[src/rtl/counter_161_if.sv]
// Control, data and status bundle for one counter_161 stage.
// The master drives load/enables/data; the counter (slave) returns Q and the carry.
interface counter_161_if #(
   parameter int WIDTH = 4
);
   logic             n_load;
   logic             enp;
   logic             ent;
   logic [WIDTH-1:0] D;
   logic [WIDTH-1:0] Q;
   logic             co;

   modport master (
      output n_load,
      output enp,
      output ent,
      output D,
      input  Q,
      input  co
   );

   modport slave (
      input  n_load,
      input  enp,
      input  ent,
      input  D,
      output Q,
      output co
   );
endinterface

[src/rtl/counter_161.sv]
// 74HC161-style loadable binary counter: one dff per bit, with next-state
// logic feeding the D pins and a combinational cascade carry.

module dff (
   input  logic C,
   input  logic n_rst,
   input  logic d_i,
   output logic q_o
);
   logic q_q;

   always_ff @(posedge C or negedge n_rst) begin
      if (!n_rst) q_q <= 1'b0;
      else        q_q <= d_i;
   end

   assign q_o = q_q;
endmodule

module counter_161 #(
   parameter int WIDTH = 4
) (
   input  logic          C,
   input  logic          n_rst,
   counter_161_if.slave  bus
);
   logic [WIDTH-1:0] cnt_q;
   logic [WIDTH-1:0] cnt_d;

   // Load beats counting; counting needs both enables.
   always_comb begin
      cnt_d = cnt_q;
      if (!bus.n_load)
         cnt_d = bus.D;
      else if (bus.enp && bus.ent)
         cnt_d = cnt_q + 1'b1;
   end

   for (genvar i = 0; i < WIDTH; i++) begin : g_bit
      dff u_dff (
         .C     (C),
         .n_rst (n_rst),
         .d_i   (cnt_d[i]),
         .q_o   (cnt_q[i])
      );
   end

   assign bus.Q  = cnt_q;
   assign bus.co = bus.ent & (&cnt_q);
endmodule

[src/flat_wrapper.sv]
// flat-port wrapper written by rule: the top's interface ports become plain ports
module counter_161_flat 
#(
   parameter int WIDTH = 4
)
  (C, n_rst, bus_n_load, bus_enp, bus_ent, bus_D, bus_Q, bus_co);
  counter_161_if #(.WIDTH(WIDTH)) bus_i ();
  input  logic C;
  input  logic n_rst;
  input wire logic [$bits(bus_i.n_load)-1:0] bus_n_load;
  input wire logic [$bits(bus_i.enp)-1:0] bus_enp;
  input wire logic [$bits(bus_i.ent)-1:0] bus_ent;
  input wire logic [$bits(bus_i.D)-1:0] bus_D;
  output wire logic [$bits(bus_i.Q)-1:0] bus_Q;
  output wire logic [$bits(bus_i.co)-1:0] bus_co;
  assign bus_i.n_load = bus_n_load;
  assign bus_i.enp = bus_enp;
  assign bus_i.ent = bus_ent;
  assign bus_i.D = bus_D;
  assign bus_Q = bus_i.Q;
  assign bus_co = bus_i.co;
  counter_161 #(.WIDTH(WIDTH)) u_core (.C(C), .n_rst(n_rst), .bus(bus_i));
endmodule
[config.mk]
export PLATFORM = sky130hd
export DESIGN_NAME = counter_161_flat
export DESIGN_NICKNAME = d
export VERILOG_FILES = /design/src/rtl/counter_161_if.sv /design/src/rtl/counter_161.sv /design/src/flat_wrapper.sv
export SDC_FILE = /design/constraint.sdc
export NUM_CORES = 1
export LEC_CHECK = 0
export CAP_MARGIN = 20
export CORE_AREA = 2 2 39 41
export CTS_BUF_LIST = sky130_fd_sc_hd__clkbuf_4 sky130_fd_sc_hd__clkbuf_8
export DETAILED_ROUTE_END_ITERATION = 6
export DIE_AREA = 0 0 41 43
export GPL_TIMING_DRIVEN = 0
export PLACE_DENSITY = 0.54
export SYNTH_ARGS = -nofsm -noshare
export SYNTH_HDL_FRONTEND = slang
export SYNTH_SLANG_ARGS = --single-unit
[constraint.sdc]
create_clock -name C -period 0.95 [get_ports C]
set_input_delay 0.19 -clock C [delete_from_list [all_inputs] [get_ports C]]
set_output_delay 0.19 -clock C [all_outputs]
set_load 0.05 [all_outputs]
# --- Word-level counts from Yosys, hierarchy flattened ---
# Index checks and enable logic that the tools add are counted.
classes:
  multipliers: 0
  n_mux: 2
  magnitude_cmp: 0
  reduce_logical: 2
  n_addsub: 1
  bitwise: 1
  div_mod_pow: 0
  shift: 0
  n_eq_ne: 1
op_table:
  columns: ["operator", "n"]
  rows:
  - ["2-to-1 mux 4 bit", 2]
  - ["adder 4 x 1 -> 4 bit, second input constant", 1]
  - ["AND reduction 4 bit", 1]
  - ["!= test 2 x 1 -> 1 bit, second input constant", 1]
  - ["AND 1 bit", 1]
  - ["logical AND 1 bit", 1]
word_totals:
  reg_bits: 4
  n_memories: 0
  out_inout_bits: 5
  rom_bits: 0
  latchBits: 0
  ramBits: 0
  in_bits: 9

# --- Depth between registers and ports, before layout ---
logic_depth:
  depth_word: 3
  mapped_depth: 4
  ltp_nobuf: 4

# --- Hierarchy ---
# Synthesis repeated with hierarchy kept, for this count alone.
hier_totals:
  hier_cells: 23
  hier_area_um2: 217.7
modules_own_cells:
  columns: ["module", "n_inst", "area_each_um2", "seq_area_each_um2", "cells_per_inst"]
  rows:
  - ["counter_161", 1, 117.6, 0.0, 19]
  - ["dff", 4, 25.0, 25.0, 1]

# --- Worst setup path after synthesis ---
# Ideal clock, no wire load.
synth_timing:
  kind: "register to output"
  from: "reg u_core.g_bit[0].u_dff.q_q"
  to: "out bus_co"
  arrival_ps: 936
  setup_slack_ps: -176
  stages_incl_launch_ff: 3
  cell_sequence: "dfrtp_1 -> ha_1 -> and4_2"
synth_between:
  elab_chain_len: 2
synth_rtl:
  columns: ["element", "line", "text"]
  rows:
  - ["from (decl)", "counter_161.sv:10", "logic q_q;"]
  - ["from (signal assigned)", "counter_161.sv:14", "else q_q <= d_i;"]
  - ["AND reduction 4 bit", "counter_161.sv:49", "assign bus.co = bus.ent & (&cnt_q);"]
  - ["AND 1 bit", "counter_161.sv:49", null]
  - ["to (decl)", "flat_wrapper.sv:15", "output wire logic [$bits(bus_i.co)-1:0] bus_co;"]
# Every way passes these cells.

# --- Worst setup path in the final report ---
layout_timing:
  from: "in bus_ent"
  to: "out bus_co"
layout_between:
  elab_chain_len: 1
layout_rtl:
  columns: ["element", "line", "text"]
  rows:
  - ["from (decl)", "flat_wrapper.sv:12", "input wire logic [$bits(bus_i.ent)-1:0] bus_ent;"]
  - ["AND 1 bit", "counter_161.sv:49", null]
# Every way passes these cells.

==> impl_metrics.py <==
metrics = {
    "run_status": {
        "status": "finished with violations",
        "violations": "negative setup slack",
    },
    "sta": {
        "relSlewSlack_pct": 78.5,
        "fin_ws_ns": -0.339,
        "hold_slack_ns": 0.163,
        "finalSetupViolCount": 9,
        "fmax_ghz": 0.776,
        "worst_pin_slew_ns": 0.323,
        "fin_crit_sh_pct": 136,
        "skew_ns": 0.0000699,
        "report.final.slew_viol_count": 0,
        "rsz0062_at_grt": "true",
        "finalHoldViolCount": 0,
        "finalCriticalPeriod_ns": 1.29,
    },
    "pwr": {
        "leakage_nw": 0.217,
        "power.total_mw": 0.756,
        "ir_drop_uv": 458,
        "pwr-share-comb_pct": 44.2,
        "switching_power_mw": 0.246,
        "clockPowerShare_pct": 28.1,
        "p_int_mw": 0.510,
        "p_sw_share_pct": 32.5,
        "power.density_mw_per_mm2": 1550,
        "p_seq_share_pct": 27.7,
    },
    "synthesis": {
        "yosys_register_bits": 4,
        "syn_area_sq_um": 248,
        "post_synth.cell_area_avg_sq_um": 9.18,
        "muxShareOfSynthArea_pct": 4.04,
        "yosysTopAreaCell": "dfrtp_1",
        "synth_xor_area_share_pct": 7.07,
        "synth-compound-area-share_pct": 10.6,
        "synth_nets": 37,
        "synth_top_area_share_pct": 40.4,
        "synthTopCellsByArea": "dfrtp_1 40%, buf_4 12%, xor2_1 7.1%",
        "syn_inst": 27,
        "synthAdderAreaFrac_pct": 5.05,
        "synth_top_family_by_area": "simple AND/OR/NAND/NOR gates",
        "synth-simple-area-share_pct": 19.2,
        "yosysUniqueCellTypes": 14,
        "ys_warn_count": 0,
        "yosysSeqAreaShare_pct": 40.4,
    },
    "die": {
        "placementRows": 14,
        "die_width_microns": 41,
        "die-area_sq_mm": 0.00176,
        "die_y_microns": 43,
        "core_area_sq_mm": 0.00138,
        "start_util_pct": 17.9,
        "pin_count": 14,
    },
    "grt": {
        "grt_start_max_net_pins": 9,
        "grt_pass1_wl_microns": 848,
        "antenna_found_initial": 0,
        "track_usage_pct": 8.06,
        "grt_pass1_vias": 229,
        "grt_overflow": 0,
    },
    "cts": {
        "cts_max_path_buffers": 2,
        "cts_tree": "built",
        "cts_buffers": 3,
        "clock_latency_ns": 0.23,
        "clockRootBuffer": "clkbuf_4",
        "clock_sinks": 4,
        "clk_pin_slew_worst_paths_ns": 0.04,
        "h-tree-depth": 1,
    },
    "route": {
        "dr.pass1.iters": 3,
        "ant_nets": 0,
        "vias": 256,
        "avgViaCountPerCell": 4.00,
        "drtIter0Drc": 2,
        "drc": 0,
        "routed_wl_microns": 595,
        "wl_per_cell_microns": 9.30,
    },
    "setup_path": {
        "worstPathRequired_ns": 0.76,
        "setup.worst_path.class": "in2out",
        "critPathArrivalTime_ns": 1.10,
        "cp_max_fo": 3,
        "startpoint_type": "input port",
        "rr_worst_depth": 5,
        "cp-end-kind": "primary output",
    },
    "finish": {
        "drive_gt1_share_pct": 45.8,
        "area_growth_syn_to_layout_pct": 97.5,
        "stdcell_count": 64,
        "final_common_cell": "buf_4",
        "multiInputGateArea_sq_um": 123,
        "num_antenna_cells": 0,
        "final_core_utilization_pct": 35.4,
        "most-common-layout-cells": "8 x buf_4, 7 x clkdlybuf4s50_1, 4 x nor2_1, 4 x buf_6, 4 x dfrtp_1",
        "nets": 60,
        "fillCellCount": 143,
        "regArea_sq_um": 100,
        "largest_reg_flops": 4,
    },
    "hold_path": {
        "min_path_type": "in2async",
    },
    "place": {
        "gp_congestion": 0.660,
        "dp_slack_ns": -0.961,
        "io_buffer_count": 12,
        "dp.cells": 55,
    },
    "run": {
        "cap_violations": 0,
    },
}
## per-stage QoR
stage	setup TNS [ns]	area, sq um
floorplan	-0.208	249
CTS	-1.69	484
finish	-1.62	489
detailed placement	-4.18	389
global route	-2.04	489
global placement	-4.16	389
## worst paths after layout
check	startpoint	end	slack, ns
min in group C	bus_n_load	u_core.g_bit[1].u_dff.q_o	0.33
max	bus_ent	bus_co	-0.34
min reg2reg	u_core.g_bit[3].u_dff.q_o	u_core.g_bit[3].u_dff.q_o	0.63
max in group asynchronous	n_rst	u_core.g_bit[3].u_dff.q_o	0.62
max reg2reg	u_core.g_bit[1].u_dff.q_o	u_core.g_bit[3].u_dff.q_o	-0.25
min	n_rst	u_core.g_bit[2].u_dff.q_o	0.16
## final cells by class
cell class	count	area share, %
repair buffers	18	37.3
multi-input cells	18	25.1
flip-flops and latches	4	20.5
plain buffers	5	8.44
clock buffers	3	4.60
well taps	16	4.09
## synth_stat cells
library cell / count
buf_4: 4
dfrtp_1: 4
nor2_1: 4
a21oi_1: 3
nand3_1: 2
xor2_1: 2
a31oi_1: 1
and4_2: 1
clkbuf_1: 1
ha_1: 1
mux2i_1: 1
nand2_2: 1
o21ai_0: 1
or3_1: 1
## cell families after synthesis
family / count (synthesis)
DFF: 4
muxes: 1
buffers and inverters: 5
AOI/OAI and AO/OA: 5
adders and majority gates: 1
xor gates and xnor gates: 2
and+or+nand+nor: 9
## routing by layer
| metal | global-route usage (%) | part of all wire, % | vias to the layer above | wire length (microns) |
|---|---|---|---|---|
| li1 | - | - | 134 | - |
| met1 | 9.74 | 44 | 113 | 262 |
| met2 | 9.06 | 49 | 9 | 292 |
| met3 | 3.14 | 6.7 | 0 | 40 |
| met4 | 10.0 | 0 | 0 | 0 |
| met5 | 0 | 0 | - | 0 |
## critical path, stage by stage
cell and delay [ns]:
clkdlybuf4s50_1 0.52, and4_4 0.25, buf_8 0.14
## power by group through the flow
stage / registers (mW) / logic, mW / clock network, mW
after global placement: 0.216 / 0.248 / 0
after global routing: 0.211 / 0.359 / 0.238
after CTS: 0.209 / 0.333 / 0.225
final: 0.209 / 0.334 / 0.212
after detailed placement: 0.215 / 0.250 / 0
after floorplan: 0.211 / 0.166 / 0
## repair_timing
action	4_1_cts	5_1_grt
setup endpoints to repair	8	9
hold buffers	0	0
setup buffers	6	0
resized for setup	41	1
pin swaps	4	0
(Power assumes the default switching activity.)
